--- src/rtl/fx2_pkg.sv ---
// FX2 slave-FIFO bridge shared definitions: FSM states, FIFO addresses, command layout.
// No logic; constants and types only.
package fx2_pkg;

    typedef enum logic [3:0] {
        ST_IDLE,
        ST_LEN0,
        ST_LEN1,
        ST_LEN2,
        ST_LEN3,
        ST_WRITE,
        ST_READ_ARM,
        ST_READ,
        ST_PKTEND
    } state_t;

    localparam logic [1:0] EP2_ADDR     = 2'b00;
    localparam logic [1:0] EP6_ADDR     = 2'b10;
    localparam int         CMD_READ_BIT = 7;

endpackage

--- src/rtl/fx2_chan_bridge.sv ---
// FX2 slave-FIFO protocol engine: command/length decode on EP2, channel stream routing to/from EP6.
// Strobes are combinational on flags/handshake so a flag drop stalls the same cycle; state is registered.
import fx2_pkg::*;

module fx2_chan_bridge #(
    parameter int NUM_CHAN = 2,
    parameter int CHAN_W   = 7,
    parameter int PKT_SIZE = 512
) (
    input  logic              IFCLK,
    input  logic              RST,
    input  logic [7:0]        FDI,
    output logic [7:0]        FDO,
    output logic              FDS,
    output logic              SLRD,
    output logic              SLWR,
    output logic              SLOE,
    output logic [1:0]        ADDR,
    input  logic              FLAGB,
    input  logic              FLAGC,
    output logic              PKTEND,
    output logic [CHAN_W-1:0] chan_addr,
    output logic [7:0]        h2f_data,
    output logic              h2f_valid,
    input  logic              h2f_ready,
    input  logic [7:0]        f2h_data,
    input  logic              f2h_valid,
    output logic              f2h_ready
);

    localparam logic [31:0] NUM_CHAN_W = 32'(NUM_CHAN);
    localparam logic [31:0] PKT_MASK   = 32'(PKT_SIZE - 1);

    state_t              r_state;
    logic [31:0]         r_count;
    logic [CHAN_W-1:0]   r_chan;
    logic                r_read;
    logic                r_short;

    logic        w_chan_ok;
    logic        w_hdr_st;
    logic        w_ep6_st;
    logic        w_rd;
    logic        w_wr;
    logic        w_last;
    logic [31:0] w_len_next;

    assign w_chan_ok  = 32'(r_chan) < NUM_CHAN_W;
    assign w_hdr_st   = (r_state == ST_IDLE) || (r_state == ST_LEN0) || (r_state == ST_LEN1) ||
                        (r_state == ST_LEN2) || (r_state == ST_LEN3);
    assign w_ep6_st   = (r_state == ST_READ_ARM) || (r_state == ST_READ) || (r_state == ST_PKTEND);
    assign w_len_next = {r_count[23:0], FDI};
    assign w_last     = (r_count == 32'd1);

    // Invalid channels still strobe so the host-side byte stream stays in sync.
    assign w_rd = !RST && FLAGC &&
                  (w_hdr_st || ((r_state == ST_WRITE) && (h2f_ready || !w_chan_ok)));
    assign w_wr = !RST && (r_state == ST_READ) && FLAGB && (f2h_valid || !w_chan_ok);

    assign SLRD      = !w_rd;
    assign SLWR      = !w_wr;
    assign SLOE      = !(!RST && (w_hdr_st || (r_state == ST_WRITE)));
    assign ADDR      = (!RST && w_ep6_st) ? EP6_ADDR : EP2_ADDR;
    assign FDS       = !RST && ((r_state == ST_READ_ARM) || (r_state == ST_READ));
    assign FDO       = (!RST && (r_state == ST_READ) && w_chan_ok) ? f2h_data : 8'h00;
    assign PKTEND    = !(!RST && (r_state == ST_PKTEND));
    assign h2f_data  = FDI;
    assign h2f_valid = !RST && (r_state == ST_WRITE) && FLAGC && w_chan_ok;
    assign f2h_ready = w_wr && w_chan_ok;
    assign chan_addr = r_chan;

    always_ff @(posedge IFCLK) begin
        if (RST) begin
            r_state <= ST_IDLE;
            r_count <= 32'd0;
            r_chan  <= '0;
            r_read  <= 1'b0;
            r_short <= 1'b0;
        end else begin
            unique case (r_state)
                ST_IDLE: if (w_rd) begin
                    r_chan  <= FDI[CHAN_W-1:0];
                    r_read  <= FDI[CMD_READ_BIT];
                    r_count <= 32'd0;
                    r_state <= ST_LEN0;
                end
                ST_LEN0: if (w_rd) begin
                    r_count <= w_len_next;
                    r_state <= ST_LEN1;
                end
                ST_LEN1: if (w_rd) begin
                    r_count <= w_len_next;
                    r_state <= ST_LEN2;
                end
                ST_LEN2: if (w_rd) begin
                    r_count <= w_len_next;
                    r_state <= ST_LEN3;
                end
                ST_LEN3: if (w_rd) begin
                    r_count <= w_len_next;
                    r_short <= (w_len_next & PKT_MASK) != 32'd0;
                    if (w_len_next == 32'd0)
                        r_state <= ST_IDLE;
                    else if (r_read)
                        r_state <= ST_READ_ARM;
                    else
                        r_state <= ST_WRITE;
                end
                ST_WRITE: if (w_rd) begin
                    r_count <= r_count - 32'd1;
                    if (w_last)
                        r_state <= ST_IDLE;
                end
                ST_READ_ARM: r_state <= ST_READ;
                ST_READ: if (w_wr) begin
                    r_count <= r_count - 32'd1;
                    if (w_last)
                        r_state <= r_short ? ST_PKTEND : ST_IDLE;
                end
                ST_PKTEND: r_state <= ST_IDLE;
                default:   r_state <= ST_IDLE;
            endcase
        end
    end

endmodule

--- config.mk ---
export PLATFORM = sky130hd
export DESIGN_NAME = fx2_chan_bridge
export DESIGN_NICKNAME = d
export VERILOG_FILES = /design/src/rtl/fx2_pkg.sv /design/src/rtl/fx2_chan_bridge.sv
export SDC_FILE = /design/constraint.sdc
export NUM_CORES = 1
export LEC_CHECK = 0
export BUFFER_PORTS_ARGS = -buffer_cell sky130_fd_sc_hd__buf_2
export CORE_UTILIZATION = 35
export DETAILED_ROUTE_END_ITERATION = 10
export SYNTH_ARGS = -nofsm -noshare
export SYNTH_HDL_FRONTEND = slang
export SYNTH_SLANG_ARGS = --single-unit
--- constraint.sdc ---
create_clock -name IFCLK -period 3.25 [get_ports IFCLK]
set_clock_uncertainty 0.1 [all_clocks]
set_input_delay 0 -clock IFCLK [delete_from_list [all_inputs] [get_ports IFCLK]]
set_output_delay 0 -clock IFCLK [all_outputs]
set_load 0.01 [all_outputs]
==> run_results.csv, run 1 <==
group,metric,value,unit
status,status,"finished clean",
drt,ant_nets,0,
drt,num_vias,3447,
drt,drc,0,
drt,met2_length,4570,um
power_and_ir_drop,p_switching,0.000415,W
drt,m1WireLength,4650,um
timing,max_freq,399,MHz
finish,utilization,41.3,%
clock_tree,clk_latency,0.30,ns
power_and_ir_drop,combPwrFrac,22.7,%
timing,hold_ws,0.0683,ns
synth,synthSimpleGateAreaFrac,27.5,%
clock_tree,clk_pin_slew_worst_paths,0.09,ns
synth,synth_top_family_by_area,"compound AO/OA/AOI/OAI gates",
synth,synth_top_area_share,29.0,%
finish,nFillCells,923,
floorplan,die_x,96.2,um
synth,synth_edf_count,0,
global_route,grt-ovfl-total,0,
timing,grt_setup_unrepaired,"false",
critical_path,crit_path_end_kind,"register",
critical_path,path_class,"reg2reg",
floorplan,num_rows,34,
synth,synth_xor_area_share,1.13,%
power_and_ir_drop,p_per_area,357,nW/um^2
global_route,grt_max_degree,33,
floorplan,die_h,96.2,um
synth,synth_area_per_cell,7.73,um^2
drt,via_per_inst,6.30,
finish,final_common_cell,"buf_2",
floorplan,pin_count,54,
finish,final_cell_area,3580,um^2
global_route,grt_usage,22.4,%
min_path,hp-class,"in2reg",
synth,postSynthCellCount,402,
timing,period_minus_slack,2.51,ns
timing,finalHoldViolations,0,
synth,synth-compound-area-share,30.8,%
power_and_ir_drop,share_seq_of_total_power,46.6,%
drt,drt_iter0_markers,368,
power_and_ir_drop,clockPowerShare,30.8,%
synth,ys_seq_elements,45,
timing,fin_crit_sh,77.1,%
power_and_ir_drop,internal_power,0.000865,W
global_route,grt_pass1_wl,16000,um
finish,antennaDiodeCount,0,
finish,nets,462,
timing,slew_violations,0,
synth,synth_ff_type,"dfxtp_1",
critical_path,cp.arrival,2.61,ns
synth,synth_mux_area_share,3.22,%
global_route,grt_pass1_vias,3103,
power_and_ir_drop,vdd_ir_drop_max,0.186,mV
synth,ys_top_cells_by_area,"dfxtp_1 29%, o311ai_0 5.4%, nor2_1 4.3%",
drt,highest_layer,"met4",
finish,area_growth,15.3,%
synth,yosysWarnings,0,
finish,layout_common_cells,"52 x buf_2, 45 x dfxtp_1, 36 x nor2_1",
clock_tree,cts_max_level,2,
critical_path,cp_max_fo,28,
critical_path,cp-start-kind,"register",
floorplan,start_util,35.8,%
global_route,antenna_found_initial,0,
synth,postSynth.asyncResetShare,0,%
clock_tree,root_buffer,"clkbuf_8",
timing,tightest_slew,0.921,ns
placed_design,dp_hpwl,6910,um
synth,synth.net_count,426,
placed_design,io_buffers,52,
power_and_ir_drop,swShare,32.4,%
timing,max_slew_margin,38.6,%
synth,yosys.area.top_type,"dfxtp_1",
clock_tree,cts_made_buffers,5,
floorplan,core,8680,um^2
placed_design,gp_congestion,0.904,
drt,routedWlPerCell,18.6,um
drt,wl,10200,um
synth,netlist_area,3110,um^2
drt,firstDrtPassIters,5,
power_and_ir_drop,p_leak,1.37,nW
flow_run,cap_violations,0,
placed_design,dpl-instance-area,3400,um^2
clock_tree,cts_tree,"built",
clock_tree,cts_setup_buffers,0,
drt,route.met3.wl,776,um
critical_path,required,3.35,ns
timing,totalNegativeSetupSlack,0,ns
clock_tree,clockBufferDepth,2,
synth,seq_area_frac_synth,29.0,%
timing,setup_violations,0,
floorplan,die-area,9260,um^2
clock_tree,cts.sinks,45,
synth,ys_types,64,
synth,yosys.area_share.adder,0.805,%
finish,drive_gt1_share,19.4,%
## area by class of cell
cell class | instances | area [um^2] | share of cell area, %
multi-input combinational | 305 | 1990 | 55.5
sequential | 45 | 901 | 25.1
timing repair buffer | 70 | 415 | 11.6
tap | 108 | 135 | 3.77
clock buffer | 7 | 96.3 | 2.69
inverter | 11 | 41.3 | 1.15
clock inverter | 1 | 5.00 | 0.140
## flip-flops by register name, summed over array words and instances, names as in the netlist
register / cells
chan_addr: 7
r_count: 32
r_short: 1
r_state: 4
r_read: 1
## critical path, stage by stage, from the launching register on
cell      delay, ns
dfxtp_1        0.61
nand2_1        0.17
nand2_1        0.11
a21o_1         0.73
nor2_1         0.34
a211oi_1       0.34
## path summary, 6_finish.rpt
path,slack (ns),endpoint,startpoint,cells after the start
worst max-delay path,0.74,r_count[3]$_SDFFE_PP0P_,r_state[2]$_SDFFE_PP0P_,5
worst min-delay path,0.07,chan_addr[5]$_SDFFE_PP0P_,RST,2
worst max register to register,0.74,r_count[3]$_SDFFE_PP0P_,r_state[2]$_SDFFE_PP0P_,5
worst min register to register,0.41,r_state[3]$_SDFFE_PP0P_,r_short$_SDFFE_PP0P_,1
## through the flow
step                      power (W)  cells  setup slack, ns
after floorplan            0.000803    402             1.00
after global placement     0.000885    531            0.766
after detailed placement   0.000883    531            0.821
after CTS                   0.00128    547            0.742
after global routing        0.00134    547            0.489
final                       0.00128    547            0.743
## power by group through the flow
stage,logic (W),clock network [W],registers [W]
final,0.000290,0.000394,0.000596
after global routing,0.000318,0.000422,0.000598
after CTS,0.000285,0.000405,0.000595
after detailed placement,0.000276,0,0.000607
after global placement,0.000279,0,0.000606
after floorplan,0.000205,0,0.000597
## cell usage after synthesis (9+ instances only)
library cell,number
a32oi_1,10
nor2_1,36
nand2_1,22
a21oi_1,22
buf_4,9
a211oi_1,10
a22oi_1,9
mux2i_1,10
dfxtp_1,45
a31oi_1,11
and2_1,9
o21ai_0,22
inv_1,11
nor4_1,13
nor3_1,23
o311ai_0,19
clkbuf_1,28
## timing repair
action / CTS / global route
hold buffers: 8 / 0
gates resized for setup: 0 / 0
endpoints found under the hold margin: 12 / 0
setup endpoints to repair: 0 / 0
## cells by family after synthesis
| logic type | after synthesis |
|---|---|
| and+or+nand+nor | 154 |
| xor gates and xnor gates | 4 |
| muxes | 10 |
| adders and majority gates | 2 |
| DFF | 45 |
| buffers and inverters | 52 |
| AOI/OAI and AO/OA | 134 |
| other | 1 |
## metal layers
metal / vias to the layer above / global-route usage [%]
met5: - / 0
met4: 0 / 7.96
met3: 21 / 4.90
met2: 179 / 34.5
met1: 1620 / 30.6
li1: 1627 / -
Note: power is estimated with default switching activity, not from simulation.
==> run 2: changes to the inputs <==
clock period = 2.4 ns   (was 3.25 ns; I/O delays follow)
==> run 2 against run 1 <==
Net effect: worst setup slack worse by 0.67 ns; first-iteration DRC count down 20%; sequential power up 34%; final cell count up 4.9%; clock power up 53%; sequential share of layout area down 1.8 points; cell area up 7.7%; critical path depth up 1.
==> run_results.csv, run 2 (synthesized netlist as in run 1, its figures left out) <==
group,metric,value,unit
power_and_ir_drop,clockPowerShare,32.0,%
drt,wl,10200,um
critical_path,critPathTopFamily,"simple AND/OR/NAND/NOR gates",
drt,drc,0,
placed_design,gp_congestion,0.898,
critical_path,cp_max_fo,7,
finish,largest_reg_flops,32,
floorplan,pin_count,54,
clock_tree,cts_tree,"built",
critical_path,crit_path_end_kind,"register",
drt,m1WireLength,4600,um
critical_path,required,2.47,ns
finish,final_cell_area,3860,um^2
timing,tightest_slew,0.529,ns
placed_design,dpl.cell_count,558,
power_and_ir_drop,p_leak,1.51,nW
power_and_ir_drop,share_seq_of_total_power,42.3,%
power_and_ir_drop,vdd_ir_drop_max,0.208,mV
placed_design,dp_hpwl,7160,um
clock_tree,clk_pin_slew_worst_paths,0.10,ns
critical_path,max_stage_delay,0.68,ns
drt,ant_nets,0,
clock_tree,cts.sinks,45,
drt,drt_iter0_markers,295,
drt,firstDrtPassIters,5,
status,status,"finished clean",
power_and_ir_drop,combPwrFrac,25.7,%
global_route,grt-ovfl-total,0,
placed_design,io_buffers,52,
min_path,hp-class,"in2reg",
power_and_ir_drop,power,0.00188,W
critical_path,crit_chain,"or4_1 > nor3_2 > buf_4 > a31oi_1 > o311ai_0 > o21ai_0",
finish,instances_no_fill,574,
drt,via_per_inst,6.23,
clock_tree,root_buffer,"clkbuf_8",
timing,grt_setup_unrepaired,"false",
global_route,antenna_found_initial,0,
finish,regMostFlops,"r_count",
drt,met2_length,4600,um
finish,final_common_cell,"buf_2",
timing,totalNegativeSetupSlack,0,ns
drt,routedWlPerCell,17.7,um
critical_path,cp.arrival,2.40,ns
global_route,grt_pass1_wl,16100,um
critical_path,critical_path.slowest_cell,"or4_1",
floorplan,die-area,9260,um^2
finish,antennaDiodeCount,0,
floorplan,core,8680,um^2
power_and_ir_drop,p_switching,0.000597,W
clock_tree,cts_made_buffers,5,
clock_tree,cts_max_level,2,
placed_design,dpl-instance-area,3630,um^2
global_route,grt_pass1_vias,3143,
global_route,grt_max_degree,33,
finish,nFillCells,903,
drt,route.met3.wl,715,um
finish,layout_common_cells,"52 x buf_2, 44 x dfxtp_1, 36 x nor2_1",
drt,num_vias,3575,
timing,finalHoldViolations,0,
clock_tree,clockBufferDepth,2,
timing,setup_violations,0,
timing,slew_violations,0,
finish,nets,489,
critical_path,critical_path_buf_inv_count,1,
floorplan,die_x,96.2,um
power_and_ir_drop,p_per_area,488,nW/um^2
clock_tree,cts_setup_buffers,0,
floorplan,num_rows,34,
timing,fin_crit_sh,96.9,%
timing,max_freq,430,MHz
finish,drive_gt1_share,25.5,%
finish,area_growth,24.2,%
power_and_ir_drop,internal_power,0.00129,W
flow_run,cap_violations,0,
clock_tree,clk_latency,0.31,ns
floorplan,start_util,35.8,%
timing,max_slew_margin,64.6,%
critical_path,path_class,"reg2reg",
timing,period_minus_slack,2.32,ns
critical_path,cp-start-kind,"register",
drt,highest_layer,"met4",
global_route,grt_usage,22.6,%
power_and_ir_drop,swShare,31.7,%
floorplan,die_h,96.2,um
[run 2: worst register-to-register path, stage by stage (launching register included)]
cell and delay, ns:
dfxtp_1 0.38, or4_1 0.68, nor3_2 0.23, buf_4 0.18, a31oi_1 0.09, o311ai_0 0.37
o21ai_0 0.17
[run 2: final cells by class]
type                            instances  area (um^2)  share of cell area, %
Multi-Input combinational cell        305         2020                   52.4
Tap cell                              108          135                   3.50
Inverter                               11         41.3                   1.07
Timing Repair Buffer                   97          643                   16.7
Sequential cell                        45          902                   23.4
Clock buffer                            5         68.8                   1.78
Clock inverter                          3         46.3                   1.20
[run 2: timing repair]
| action | CTS | global route |
|---|---|---|
| resized for setup | 0 | 10 |
| setup endpoints to repair | 0 | 18 |
| hold buffers | 8 | 0 |
| hold endpoints to repair | 13 | 0 |
[run 2: stage by stage]
| step | utilization (%) | setup WS, ns | hold slack, ns |
|---|---|---|---|
| after global placement | 41.8 | 0.123 | 0.135 |
| after CTS | 44.1 | 0.0421 | 0.0288 |
| final | 44.5 | 0.0755 | 0.0223 |
| after detailed placement | 41.8 | 0.0697 | 0.136 |
| after global routing | 44.5 | 0.00187 | 0.0586 |
| after floorplan | - | 0.152 | -0.00823 |
[run 2: power groups by stage]
| stage | Combinational, W | Sequential, W | Clock (W) |
|---|---|---|---|
| final | 0.000484 | 0.000798 | 0.000603 |
| after detailed placement | 0.000454 | 0.000814 | 0 |
| after global placement | 0.000456 | 0.000814 | 0 |
| after floorplan | 0.000278 | 0.000809 | 0 |
| after global routing | 0.000527 | 0.000801 | 0.000645 |
| after CTS | 0.000467 | 0.000797 | 0.000616 |
[run 2: per-layer routing]
layer | vias to the layer above | GRT usage (%)
li1 | 1685 | -
met1 | 1693 | 30.9
met2 | 174 | 35.2
met3 | 23 | 3.55
met4 | 0 | 8.96
met5 | - | 0
[run 2: worst paths after layout]
path / to / startpoint / slack (ns) / cells past startpoint
setup reg to reg: r_count[20]$_SDFFE_PP0P_ / r_count[3]$_SDFFE_PP0P_ / 0.08 / 6
setup / recovery: r_count[20]$_SDFFE_PP0P_ / r_count[3]$_SDFFE_PP0P_ / 0.08 / 6
hold reg to reg: r_count[27]$_SDFFE_PP0P_ / r_count[27]$_SDFFE_PP0P_ / 0.40 / 2
hold / removal: r_state[2]$_SDFFE_PP0P_ / RST / 0.02 / 4
==> run 3: changes to the inputs <==
CORE_UTILIZATION = 50   (was 35)
PLACE_DENSITY = 0.72   (was unset)
==> run 3 against run 2 <==
Net effect: worst setup slack worse by 0.031 ns; fmax shrank 1.3%; sequential power barely moved; critical path depth stayed put; clock power increased by 2%; non-clock buffer count grew 2; cell area fell by 0.55%; largest cell class unchanged.
==> run_results.csv, run 3 (synthesized netlist as in run 1, its figures left out) <==
group,metric,value,unit
critical_path,cp_max_fo,7,
placed_design,gp_congestion,0.963,
drt,routedWlPerCell,19.1,um
finish,nFillCells,532,
finish,final_common_cell,"buf_2",
critical_path,cp-start-kind,"register",
global_route,antenna_found_initial,0,
clock_tree,cts.sinks,45,
floorplan,pin_count,54,
finish,drive_gt1_share,25.4,%
finish,antennaDiodeCount,0,
drt,num_vias,3657,
clock_tree,clk_pin_slew_worst_paths,0.10,ns
global_route,grt-ovfl-total,0,
timing,max_freq,424,MHz
power_and_ir_drop,vdd_ir_drop_max,0.324,mV
clock_tree,cts_made_buffers,5,
timing,tightest_slew,0.505,ns
critical_path,crit_path_end_kind,"register",
drt,drc,0,
clock_tree,root_buffer,"clkbuf_8",
min_path,hp-class,"in2reg",
finish,layout_common_cells,"52 x buf_2, 45 x dfxtp_1, 37 x buf_4",
critical_path,cp.arrival,2.42,ns
timing,max_slew_margin,66.2,%
clock_tree,clk_latency,0.31,ns
global_route,grt_pass1_wl,16200,um
placed_design,dpl-instance-area,3580,um^2
floorplan,core,5960,um^2
critical_path,path_class,"reg2reg",
drt,via_per_inst,6.73,
placed_design,dp_hpwl,7090,um
finish,instances_no_fill,543,
global_route,grt_pass1_vias,3200,
timing,finalHoldViolations,0,
floorplan,die_x,80.8,um
finish,area_growth,23.5,%
placed_design,dpl.cell_count,526,
status,status,"finished clean",
global_route,grt_max_degree,33,
floorplan,die_h,80.8,um
floorplan,num_rows,28,
timing,fin_crit_sh,98.2,%
drt,wl,10400,um
power_and_ir_drop,power,0.00191,W
clock_tree,cts_max_level,2,
clock_tree,cts_tree,"built",
clock_tree,cts_setup_buffers,0,
timing,slew_violations,0,
global_route,grt_usage,32.1,%
power_and_ir_drop,p_leak,1.53,nW
timing,period_minus_slack,2.36,ns
finish,largest_reg_flops,32,
drt,ant_nets,0,
critical_path,required,2.47,ns
placed_design,io_buffers,52,
drt,firstDrtPassIters,5,
floorplan,start_util,52.2,%
clock_tree,clockBufferDepth,2,
finish,final_cell_area,3840,um^2
flow_run,cap_violations,0,
finish,nets,491,
timing,setup_violations,0,
power_and_ir_drop,p_per_area,498,nW/um^2
finish,regMostFlops,"r_count",
floorplan,die-area,6540,um^2
drt,drt_iter0_markers,447,
[run 3: report_power, final]
group	leakage (nW)	switching, W	internal, W
logic	1.11	0.000290	0.000206
registers	0.365	0.0000283	0.000768
clock network	0.0574	0.000279	0.000339
total	1.53	0.000597	0.00131
[run 3: worst paths after layout]
check	end	slack (ns)	startpoint	depth (start not counted)
max	r_count[14]$_SDFFE_PP0P_	0.04	r_count[3]$_SDFFE_PP0P_	6
min	r_short$_SDFFE_PP0P_	0.19	h2f_ready	5
max reg2reg	r_count[14]$_SDFFE_PP0P_	0.04	r_count[3]$_SDFFE_PP0P_	6
min reg2reg	chan_addr[0]$_SDFFE_PP0P_	0.41	chan_addr[0]$_SDFFE_PP0P_	2
[run 3: repair_timing]
action,in CTS,in global routing
pin swaps,0,2
hold buffers,9,0
gates resized for setup,1,8
hold endpoints to repair,17,0
endpoints found under the setup margin,2,19
[run 3: per-stage QoR]
step	util, %	TNS [ns]	worst slack [ns]	hold WS (ns)
6_report	64.4	0	0.0442	0.192
5_1_grt	64.4	-0.0850	-0.0378	0.219
4_1_cts	63.8	0	0.0475	0.182
3_5_place_dp	60.1	0	0.0839	0.141
3_3_place_gp	60.1	0	0.114	0.141
2_1_floorplan	-	0	0.152	-0.00823
[run 3: cell type report]
class	instances	area, um^2	share of cell area (%)
inverters	11	41.3	1.08
clock buffers	6	82.6	2.15
well taps	75	93.8	2.45
multi-input cells	305	2030	53.0
flip-flops and latches	45	901	23.5
clock inverters	2	37.5	0.978
repair buffers	99	648	16.9
[run 3: worst max-delay path: stages (launching register included)]
cell,delay (ns)
dfxtp_1,0.36
or4_1,0.71
nor3_2,0.36
buf_4,0.18
a31oi_1,0.08
o311ai_0,0.29
o21ai_0,0.14
[run 3: metal layers]
layer	routed length [um]	up-vias	track usage, %
li1	-	1695	-
met1	4390	1708	43.6
met2	4950	229	51.8
met3	888	25	4.94
met4	165	0	9.82
met5	0	-	0
